--- config.mk ---
export PLATFORM = sky130hd
export DESIGN_NAME = shift_decode_issue
export DESIGN_NICKNAME = d
export VERILOG_FILES = /design/src/rtl/shift_pkg.sv /design/src/rtl/shift_dec_skid.sv /design/src/rtl/shift_decode_issue.sv
export SDC_FILE = /design/constraint.sdc
export NUM_CORES = 1
export LEC_CHECK = 0
export BUFFER_PORTS_ARGS = -buffer_cell sky130_fd_sc_hd__buf_2
export CAP_MARGIN = 20
export CORE_UTILIZATION = 45
export CTS_BUF_LIST = sky130_fd_sc_hd__clkbuf_2 sky130_fd_sc_hd__clkbuf_4 sky130_fd_sc_hd__clkbuf_8
export DETAILED_ROUTE_END_ITERATION = 8
export GPL_ROUTABILITY_DRIVEN = 0
export GPL_TIMING_DRIVEN = 0
export PLACE_DENSITY = 0.8
export SLEW_MARGIN = 25
export SYNTH_ARGS = -nofsm -noshare
export SYNTH_HDL_FRONTEND = slang
export SYNTH_SLANG_ARGS = --single-unit
--- constraint.sdc ---
create_clock -name clk -period 2.5 [get_ports clk]
set_input_delay 0.5 -clock clk [delete_from_list [all_inputs] [get_ports clk]]
set_output_delay 0.5 -clock clk [all_outputs]
set_load 0.05 [all_outputs]
--- src/rtl/shift_pkg.sv ---
// Shared constants and bundle type for the shift decode/issue front-end.
package shift_pkg;

   localparam logic [3:0] ALU_NOP = 4'b0000;
   localparam logic [3:0] ALU_SLL = 4'b0101;
   localparam logic [3:0] ALU_SRL = 4'b0110;
   localparam logic [3:0] ALU_SRA = 4'b0111;

   localparam logic [6:0] OPC_OP     = 7'b0110011;
   localparam logic [6:0] OPC_OP_IMM = 7'b0010011;

   localparam logic [2:0] F3_SLL = 3'b001;
   localparam logic [2:0] F3_SR  = 3'b101;

   localparam logic [6:0] F7_BASE = 7'b0000000;
   localparam logic [6:0] F7_ALT  = 7'b0100000;

   typedef struct packed {
      logic [3:0]  alu_ctrl;
      logic [31:0] op_a;
      logic [31:0] op_b;
      logic [4:0]  rd;
      logic        wr_en;
      logic        illegal;
   } shift_bundle_t;

   localparam int unsigned BUNDLE_W = $bits(shift_bundle_t);

endpackage

--- src/rtl/shift_dec_skid.sv ---
// Output buffering for issued bundles. SHIFT_DEC_SKID_EN selects a two-entry
// skid buffer with registered in_ready; otherwise a single output register.
module shift_dec_skid #(
   parameter int unsigned W = 8
) (
   input  logic         clk,
   input  logic         rst_n,
   input  logic         flush,
   input  logic         in_valid,
   output logic         in_ready,
   input  logic [W-1:0] in_data,
   output logic         out_valid,
   input  logic         out_ready,
   output logic [W-1:0] out_data
);

`ifdef SHIFT_DEC_SKID_EN
   logic [W-1:0] head_q, head_d, skid_q, skid_d;
   logic         head_v_q, head_v_d, skid_v_q, skid_v_d;
   logic         rdy_q, rdy_d;
   logic         push, pop;

   assign push = in_valid && rdy_q;
   assign pop  = head_v_q && out_ready;

   // Pop shifts the skid entry forward; a push fills the first free slot.
   always_comb begin
      head_d   = head_q;
      head_v_d = head_v_q;
      skid_d   = skid_q;
      skid_v_d = skid_v_q;
      if (flush) begin
         head_v_d = 1'b0;
         skid_v_d = 1'b0;
      end else begin
         if (pop) begin
            head_d   = skid_q;
            head_v_d = skid_v_q;
            skid_v_d = 1'b0;
         end
         if (push) begin
            if (!head_v_d) begin
               head_d   = in_data;
               head_v_d = 1'b1;
            end else begin
               skid_d   = in_data;
               skid_v_d = 1'b1;
            end
         end
      end
      rdy_d = !(head_v_d && skid_v_d);
   end

   always_ff @(posedge clk or negedge rst_n) begin
      if (!rst_n) begin
         head_q   <= '0;
         skid_q   <= '0;
         head_v_q <= 1'b0;
         skid_v_q <= 1'b0;
         rdy_q    <= 1'b1;
      end else begin
         head_q   <= head_d;
         skid_q   <= skid_d;
         head_v_q <= head_v_d;
         skid_v_q <= skid_v_d;
         rdy_q    <= rdy_d;
      end
   end

   assign in_ready  = rdy_q;
   assign out_valid = head_v_q;
   assign out_data  = head_q;
`else
   logic [W-1:0] data_q;
   logic         valid_q;

   assign in_ready = !valid_q || out_ready;

   always_ff @(posedge clk or negedge rst_n) begin
      if (!rst_n) begin
         data_q  <= '0;
         valid_q <= 1'b0;
      end else if (flush) begin
         valid_q <= 1'b0;
      end else if (in_ready) begin
         valid_q <= in_valid;
         if (in_valid) data_q <= in_data;
      end
   end

   assign out_valid = valid_q;
   assign out_data  = data_q;
`endif

endmodule

--- src/rtl/shift_decode_issue.sv ---
// Decodes RV32I shift instructions into ALU control and issues a registered
// operand bundle. Build option: SHIFT_DEC_SKID_EN (two-entry skid buffer).
module shift_decode_issue
   import shift_pkg::*;
#(
   parameter int unsigned CNT_W = 8
) (
   input  logic             clk,
   input  logic             rst_n,
   input  logic             flush,
   input  logic             in_valid,
   output logic             in_ready,
   input  logic [31:0]      in_instr,
   input  logic [31:0]      in_rs1_data,
   input  logic [31:0]      in_rs2_data,
   output logic             out_valid,
   input  logic             out_ready,
   output logic [3:0]       out_alu_ctrl,
   output logic [31:0]      out_op_a,
   output logic [31:0]      out_op_b,
   output logic [4:0]       out_rd,
   output logic             out_wr_en,
   output logic             out_illegal,
   output logic [CNT_W-1:0] illegal_cnt
);

   logic [6:0]    opcode, funct7;
   logic [2:0]    funct3;
   logic          is_r, is_i;
   shift_bundle_t dec, issued;
   logic [CNT_W-1:0] cnt_q;
   logic          count_en;
   logic          unused_rs1_idx;

   assign opcode = in_instr[6:0];
   assign funct3 = in_instr[14:12];
   assign funct7 = in_instr[31:25];
   assign is_r   = (opcode == OPC_OP);
   assign is_i   = (opcode == OPC_OP_IMM);

   // Register indices arrive pre-read as operand data.
   assign unused_rs1_idx = ^in_instr[19:15];

   // Shift decode; anything unrecognised leaves a zeroed, illegal bundle.
   always_comb begin
      dec          = '0;
      dec.alu_ctrl = ALU_NOP;
      if (is_r || is_i) begin
         if (funct7 == F7_BASE && funct3 == F3_SLL)     dec.alu_ctrl = ALU_SLL;
         else if (funct7 == F7_BASE && funct3 == F3_SR) dec.alu_ctrl = ALU_SRL;
         else if (funct7 == F7_ALT && funct3 == F3_SR)  dec.alu_ctrl = ALU_SRA;
      end
      dec.illegal = (dec.alu_ctrl == ALU_NOP);
      dec.rd      = in_instr[11:7];
      if (!dec.illegal) begin
         dec.op_a  = in_rs1_data;
         dec.op_b  = is_r ? in_rs2_data : 32'(in_instr[24:20]);
         dec.wr_en = (in_instr[11:7] != 5'd0);
      end
   end

   // Discarded (flushed) inputs are not counted.
   assign count_en = in_valid && in_ready && !flush && dec.illegal;

   always_ff @(posedge clk or negedge rst_n) begin
      if (!rst_n)                                   cnt_q <= '0;
      else if (count_en && cnt_q != {CNT_W{1'b1}}) cnt_q <= cnt_q + CNT_W'(1);
   end

   shift_dec_skid #(.W(BUNDLE_W)) u_skid (
      .clk       (clk),
      .rst_n     (rst_n),
      .flush     (flush),
      .in_valid  (in_valid),
      .in_ready  (in_ready),
      .in_data   (dec),
      .out_valid (out_valid),
      .out_ready (out_ready),
      .out_data  (issued)
   );

   assign out_alu_ctrl = issued.alu_ctrl;
   assign out_op_a     = issued.op_a;
   assign out_op_b     = issued.op_b;
   assign out_rd       = issued.rd;
   assign out_wr_en    = issued.wr_en;
   assign out_illegal  = issued.illegal;
   assign illegal_cnt  = cnt_q;

endmodule

==> results of run 1 <==
[flip-flops by register name (all words and copies together), names as in the netlist]
| name | cells |
|---|---|
| illegal_cnt | 8 |
| u_skid.out_data | 74 |
| u_skid.out_valid | 1 |
[path summary, 6_finish.rpt]
| path | start | endpoint | slack, ns |
|---|---|---|---|
| worst max-delay path | in_instr[28] | u_skid.out_data[27] | 0.35 |
| worst min-delay path | rst_n | u_skid.out_data[19] | 0.11 |
| worst max register to register | illegal_cnt[0] | illegal_cnt[7] | 0.48 |
| worst min register to register | u_skid.out_data[1] | u_skid.out_data[1] | 0.47 |
| max in group asynchronous | rst_n | u_skid.out_data[4] | 1.81 |
| min in group clk | flush | u_skid.out_valid | 0.32 |
[cell type report]
cell class | count | area (um2)
Multi-Input combinational cell | 128 | 1020
Clock buffer | 11 | 151
Timing Repair Buffer | 180 | 926
Buffer | 16 | 105
Clock inverter | 5 | 108
Sequential cell | 83 | 2080
Fill cell | 546 | 2310
Tap cell | 96 | 120
Inverter | 4 | 15.0
[worst register-to-register path: stages (launching register included)]
cell and delay (ns):
dfrtp_1 0.42, ha_1 0.22, nand3_1 0.12, nor3_1 0.08, a2111oi_1 0.72, nand3_1 0.19
xnor2_1 0.16
[power by group]
group	internal, mW	leakage (nW)	switching [mW]
registers	1.40	1.13	0.0648
clock network	0.724	0.130	0.472
logic	0.162	1.29	0.368
[cell usage in the layout, fill, tap and decap left out, drive strengths merged, types with 2 or more instances in the layout]
cell / Yosys / final
inv: 4 / 5
nor2: 3 / 3
a22o: 60 / 60
nor2b: 2 / 2
or4: 2 / 2
nor3: 2 / 2
mux2: 6 / 6
nand2b: 4 / 4
a21oi: 3 / 3
o21ai: 6 / 6
buf: 8 / 188
bufinv: 0 / 3
nand3: 4 / 4
clkbuf: 8 / 19
xor2: 3 / 3
xnor2: 3 / 3
nand2: 12 / 12
a2111oi: 2 / 2
dfrtp: 83 / 83
mux2i: 5 / 5
[logic make-up (layout without fill, tap and decap cells)]
| family | count (synthesis) | in the layout | share of synthesized area |
|---|---|---|---|
| flops | 83 | 83 | 0.646 |
| compound gates | 73 | 73 | 0.189 |
| simple gates | 36 | 36 | 0.0700 |
| buf+inv | 20 | 216 | 0.0373 |
| mux | 11 | 11 | 0.0366 |
| xor+xnor | 6 | 6 | 0.0163 |
| fa+ha+maj | 1 | 1 | 0.00389 |
| other cells | 1 | 1 | 0.00117 |
[routing by layer]
layer,global-route usage,up-vias
met2,0.359,117
met5,0,-
met1,0.249,1292
li1,-,1234
met3,0.0505,11
met4,0.0788,0
==> impl_metrics.ini, run 1 <==
[drt]
top_layer = met4
wl_met3_um = 599
met2_length_um = 3800
viasPerCell = 5.07
ant_nets = 0
met1_length_um = 3270
vias = 2654
drc = 0
routedWlPerCell_um = 14.9
dr.pass1.iters = 4
drtIter0Drc = 75
drt_wl_total_um = 7780

[die]
die_h_um = 86.5
io_pins = 186
fp.coreArea_um2 = 6830
die_w_um = 86.5
rows = 30
dieArea_um2 = 7490
start_util = 0.471

[critical_path]
cp_cell_sequence = buf_2 -> or4_4 -> nor4_4 -> and3b_1 -> buf_4 -> and2_4 -> buf_8 -> buf_8 -> a22o_1
worstPathMaxFanout = 10
crit_path_end_kind = flip-flop
critPathMaxStageDelay_ns = 0.54
crit_slowest_cell = or4_4
arrival_ns = 2.43
path_buf_inv = 4
critPathMostFrequentCell = buf_8
worst-setup-path-type = input port to flip-flop
r2r_cells = 6
critPathTopFamily = simple AND/OR/NAND/NOR gates
crit_cells = 9
critPathRequiredTime_ns = 2.77
critPathLaunchType = input port

[timing]
setup_violations = 0
setup_tns_ns = 0
hold_violations = 0
fmax_ghz = 0.464
slew_headroom = 0.483
maxSlewViolCount = 0
worst_pin_slew_ns = 0.773
whs_ns = 0.111
finClkSkew_ns = 0.00859
finalCritPeriodShare = 0.862
min_period_ns = 2.15
setup_slack_ns = 0.346
rsz0062_at_grt = no

[clock_tree]
clk_pin_slew_ns = 0.08
cts_setup_buffers = 0
h-tree-depth = 3
cts_tree = built
root_buffer = clkbuf_8
cts_resized = 0
clk_latency_ns = 0.34
postCtsHoldBufs = 0
clock-sinks = 83
cts_max_path_buffers = 2
cts_made_buffers = 9

[yosys]
yosysSeqAreaShare = 0.646
synth_top_cell_area_share = 0.646
netlist.top_cell.by_area = dfrtp_1
ys_types = 34
ys_ff_latch = 83
synth-edff-count = 0
syn_area_um2 = 3220
syn_area_per_cell_um2 = 13.9
yosysMostFrequentCell = dfrtp_1
yosysWarningCount = 0
synth_area_leaders = dfrtp_1 65%, a22o_1 16%, mux2_2 2.1%, mux2i_1 1.6%, buf_8 1.4%
ys.flop_type = dfrtp_1
synthTopCellsByCount = 83 x dfrtp_1, 60 x a22o_1, 12 x nand2_1
syn_inst = 231
synth_async_sr_flop_share = 1.00
syn_nets = 333

[placed_design]
pre_cts_ws_ns = -0.00973
dp_cells = 507
port_buffers = 179
hpwlAfterDp_um = 5880
dpl-instance-area_um2 = 4260

[worst_hold_path]
worst_hold_path_type = input port to asynchronous set/reset pin

[layout]
area_delta_synth_final_pct = 40.6
finalNetCount = 524
stdcell_area_um2 = 4520
layout.cells.non_filler = 523
fin_util = 0.662
drive_gt1_frac = 0.504
num_antenna_cells = 0

[grt]
grt_max_degree = 48
grt_pass1_wl_um = 11900
grt_pass1_vias = 2561
grt-ovfl-total = 0
antenna_found_initial = 0
gr-usage-all-layers = 0.207

[flow_run]
maxCapViolations = 0

[power_and_ir_drop]
power_density_nw_per_um2 = 706
leakage_nw = 2.55
irDropWorstVdd_mv = 0.564
total_power_mw = 3.19

[status]
status = complete, no violations
Note: power is estimated with default switching activity, not from simulation.
==> run 2, diff against run 1 <==
--- a/config.mk
+++ b/config.mk
@@ -5,6 +5,7 @@
 export SDC_FILE = /design/constraint.sdc
 export NUM_CORES = 1
 export LEC_CHECK = 0
+export ABC_AREA = 1
 export BUFFER_PORTS_ARGS = -buffer_cell sky130_fd_sc_hd__buf_2
 export CAP_MARGIN = 20
 export CORE_UTILIZATION = 45
@@ -12,7 +13,8 @@
 export DETAILED_ROUTE_END_ITERATION = 8
 export GPL_ROUTABILITY_DRIVEN = 0
 export GPL_TIMING_DRIVEN = 0
-export PLACE_DENSITY = 0.8
+export PLACE_DENSITY = 0.77
+export REMOVE_ABC_BUFFERS = 1
 export SLEW_MARGIN = 25
 export SYNTH_ARGS = -nofsm -noshare
 export SYNTH_HDL_FRONTEND = slang
==> impl_metrics.ini, run 2 <==
[grt]
gr-usage-all-layers = 0.227
grt_pass1_vias = 3217
grt_max_degree = 48
antenna_found_initial = 0
grt-ovfl-total = 0
grt_pass1_wl_um = 15100

[clock_tree]
cts_made_buffers = 9
clock-sinks = 83
cts_tree = built
clk_pin_slew_ns = 0.08
root_buffer = clkbuf_8
h-tree-depth = 3
clk_latency_ns = 0.34
postCtsHoldBufs = 0
cts_max_path_buffers = 2
cts_setup_buffers = 0

[layout]
area_delta_synth_final_pct = 32.5
nFillCells = 750
drive_gt1_frac = 0.362
layout_commonest_cell = nand2_1
multiInputGateArea_um2 = 1360
register_area_um2 = 2080
largest_reg_flops = 74
stdcell_area_um2 = 4820
num_antenna_cells = 0
fin_util = 0.621
final_cell_mix = 219 x nand2_1, 178 x buf_2, 83 x dfrtp_1
finalNetCount = 700

[drt]
drtIter0Drc = 103
drt_wl_total_um = 9170
vias = 3440
routedWlPerCell_um = 13.0
viasPerCell = 4.88
dr.pass1.iters = 4
drc = 0
ant_nets = 0

[flow_run]
maxCapViolations = 0

[placed_design]
port_buffers = 179
dpl-instance-area_um2 = 4570
hpwlAfterDp_um = 6510

[timing]
slew_headroom = 0.551
hold_violations = 0
maxSlewViolCount = 0
worst_pin_slew_ns = 0.673
finalCritPeriodShare = 0.869
fmax_ghz = 0.461
rsz0062_at_grt = no
setup_violations = 0
finClkSkew_ns = 0.0112
min_period_ns = 2.17

[yosys]
syn_area_per_cell_um2 = 8.52
muxShareOfSynthArea = 0
ys_ff_latch = 83
yosysMostFrequentCell = nand2_1
synth-edff-count = 0
synth-compound-area-share = 0.0141
synth_top_cell_area_share = 0.571
syn_inst = 427
synthTopCellsByCount = 220 x nand2_1, 83 x dfrtp_1, 36 x nand4_1
ys_types = 25
ys.flop_type = dfrtp_1
synth_area_leaders = dfrtp_1 57%, nand2_1 23%, nand4_1 6.2%, nand2_2 2.1%, inv_1 1.5%
yosysSeqAreaShare = 0.571
synthAdderAreaFrac = 0.00344
netlist.top_cell.by_area = dfrtp_1
synth_xor_area_frac = 0.0120
yosysWarningCount = 0
synth_top_family_by_area = simple AND/OR/NAND/NOR gates
yosys.area_share.simple = 0.343
syn_area_um2 = 3640
synth_async_sr_flop_share = 1.00

[power_and_ir_drop]
irDropWorstVdd_mv = 0.407
leakage_nw = 3.01
power_density_nw_per_um2 = 616

[critical_path]
worstSetupStartpoint = in_instr[29]
critPathRequiredTime_ns = 2.78
r2r_cells = 8
crit_end = illegal_cnt[6]
reg2reg_to = u_skid.out_data[54]
regToRegSetupSlack_ns = 0.38
crit-reg2reg-launch = u_skid.out_valid
arrival_ns = 2.45
worst-setup-path-type = input port to flip-flop
worstPathMaxFanout = 29
critPathLaunchType = input port
crit_path_end_kind = flip-flop

[die]
die_h_um = 91.9
io_pins = 186
fp.coreArea_um2 = 7770
die_w_um = 91.9
rows = 32
start_util = 0.469
dieArea_um2 = 8450

[worst_hold_path]
worst_hold_path_type = input port to asynchronous set/reset pin

[status]
status = complete, no violations
run 2: logic make-up after synthesis:
| logic type | count (synthesis) |
|---|---|
| simple gates | 291 |
| flops | 83 |
| buf+inv | 38 |
| compound gates | 8 |
| xor+xnor | 5 |
| fa+ha+maj | 1 |
| other cells | 1 |
run 2: worst min-delay path by stage:
stage / from / endpoint / cells past startpoint
floorplan: rst_n / illegal_cnt[0] / 0
global placement: u_skid.out_data[6] / u_skid.out_data[6] / 2
detailed placement: u_skid.out_data[51] / u_skid.out_data[51] / 2
CTS: rst_n / u_skid.out_data[48] / 1
global route: rst_n / u_skid.out_data[48] / 1
finish: rst_n / u_skid.out_data[48] / 1
run 2: what timing repair did:
item	4_1_cts	5_1_grt
gates cloned	0	0
resized for setup	1	1
endpoints found under the setup margin	8	9
run 2: metrics by stage:
stage | power (mW) | hold slack (ns) | TNS (ns) | worst slack [ns] | std cells
floorplan | 1.73 | 0.204 | 0 | 0.156 | 405
global placement | 1.91 | 0.453 | -31.00 | -0.463 | 686
detailed placement | 1.93 | 0.459 | -5.36 | -0.460 | 688
CTS | 3.00 | 0.134 | 0 | 0.172 | 704
global route | 3.11 | 0.137 | 0 | 0.0816 | 705
finish | 2.97 | 0.118 | 0 | 0.329 | 705
run 2: critical path: stages:
cell     delay, ns
buf_2         0.09
or2_2         0.28
nor2_1        0.19
nand2_1       0.18
nand2_2       0.49
nand2_2       0.26
nand3_1       0.31
nand2_1       0.09
nand2_1       0.06
run 2: where the power goes:
| group | internal (mW) | switching (mW) | total (mW) |
|---|---|---|---|
| Sequential | 1.39 | 0.0489 | 1.44 |
| Combinational | 0.140 | 0.327 | 0.467 |
| Clock | 0.571 | 0.495 | 1.07 |
| Total | 2.10 | 0.871 | 2.97 |
run 2: cell type report:
class | count | area share
Timing Repair Buffer | 182 | 0.200
Multi-Input combinational cell | 306 | 0.283
Tap cell | 102 | 0.0265
Clock buffer | 9 | 0.0257
Sequential cell | 83 | 0.431
Clock inverter | 7 | 0.0205
Inverter | 16 | 0.0138
run 2: metal layers:
layer / part of all wire / up-vias / GRT usage
li1: - / 1696 / -
met1: 0.44 / 1590 / 0.301
met2: 0.47 / 140 / 0.362
met3: 0.071 / 14 / 0.0556
met4: 0.018 / 0 / 0.0859
met5: 0 / - / 0
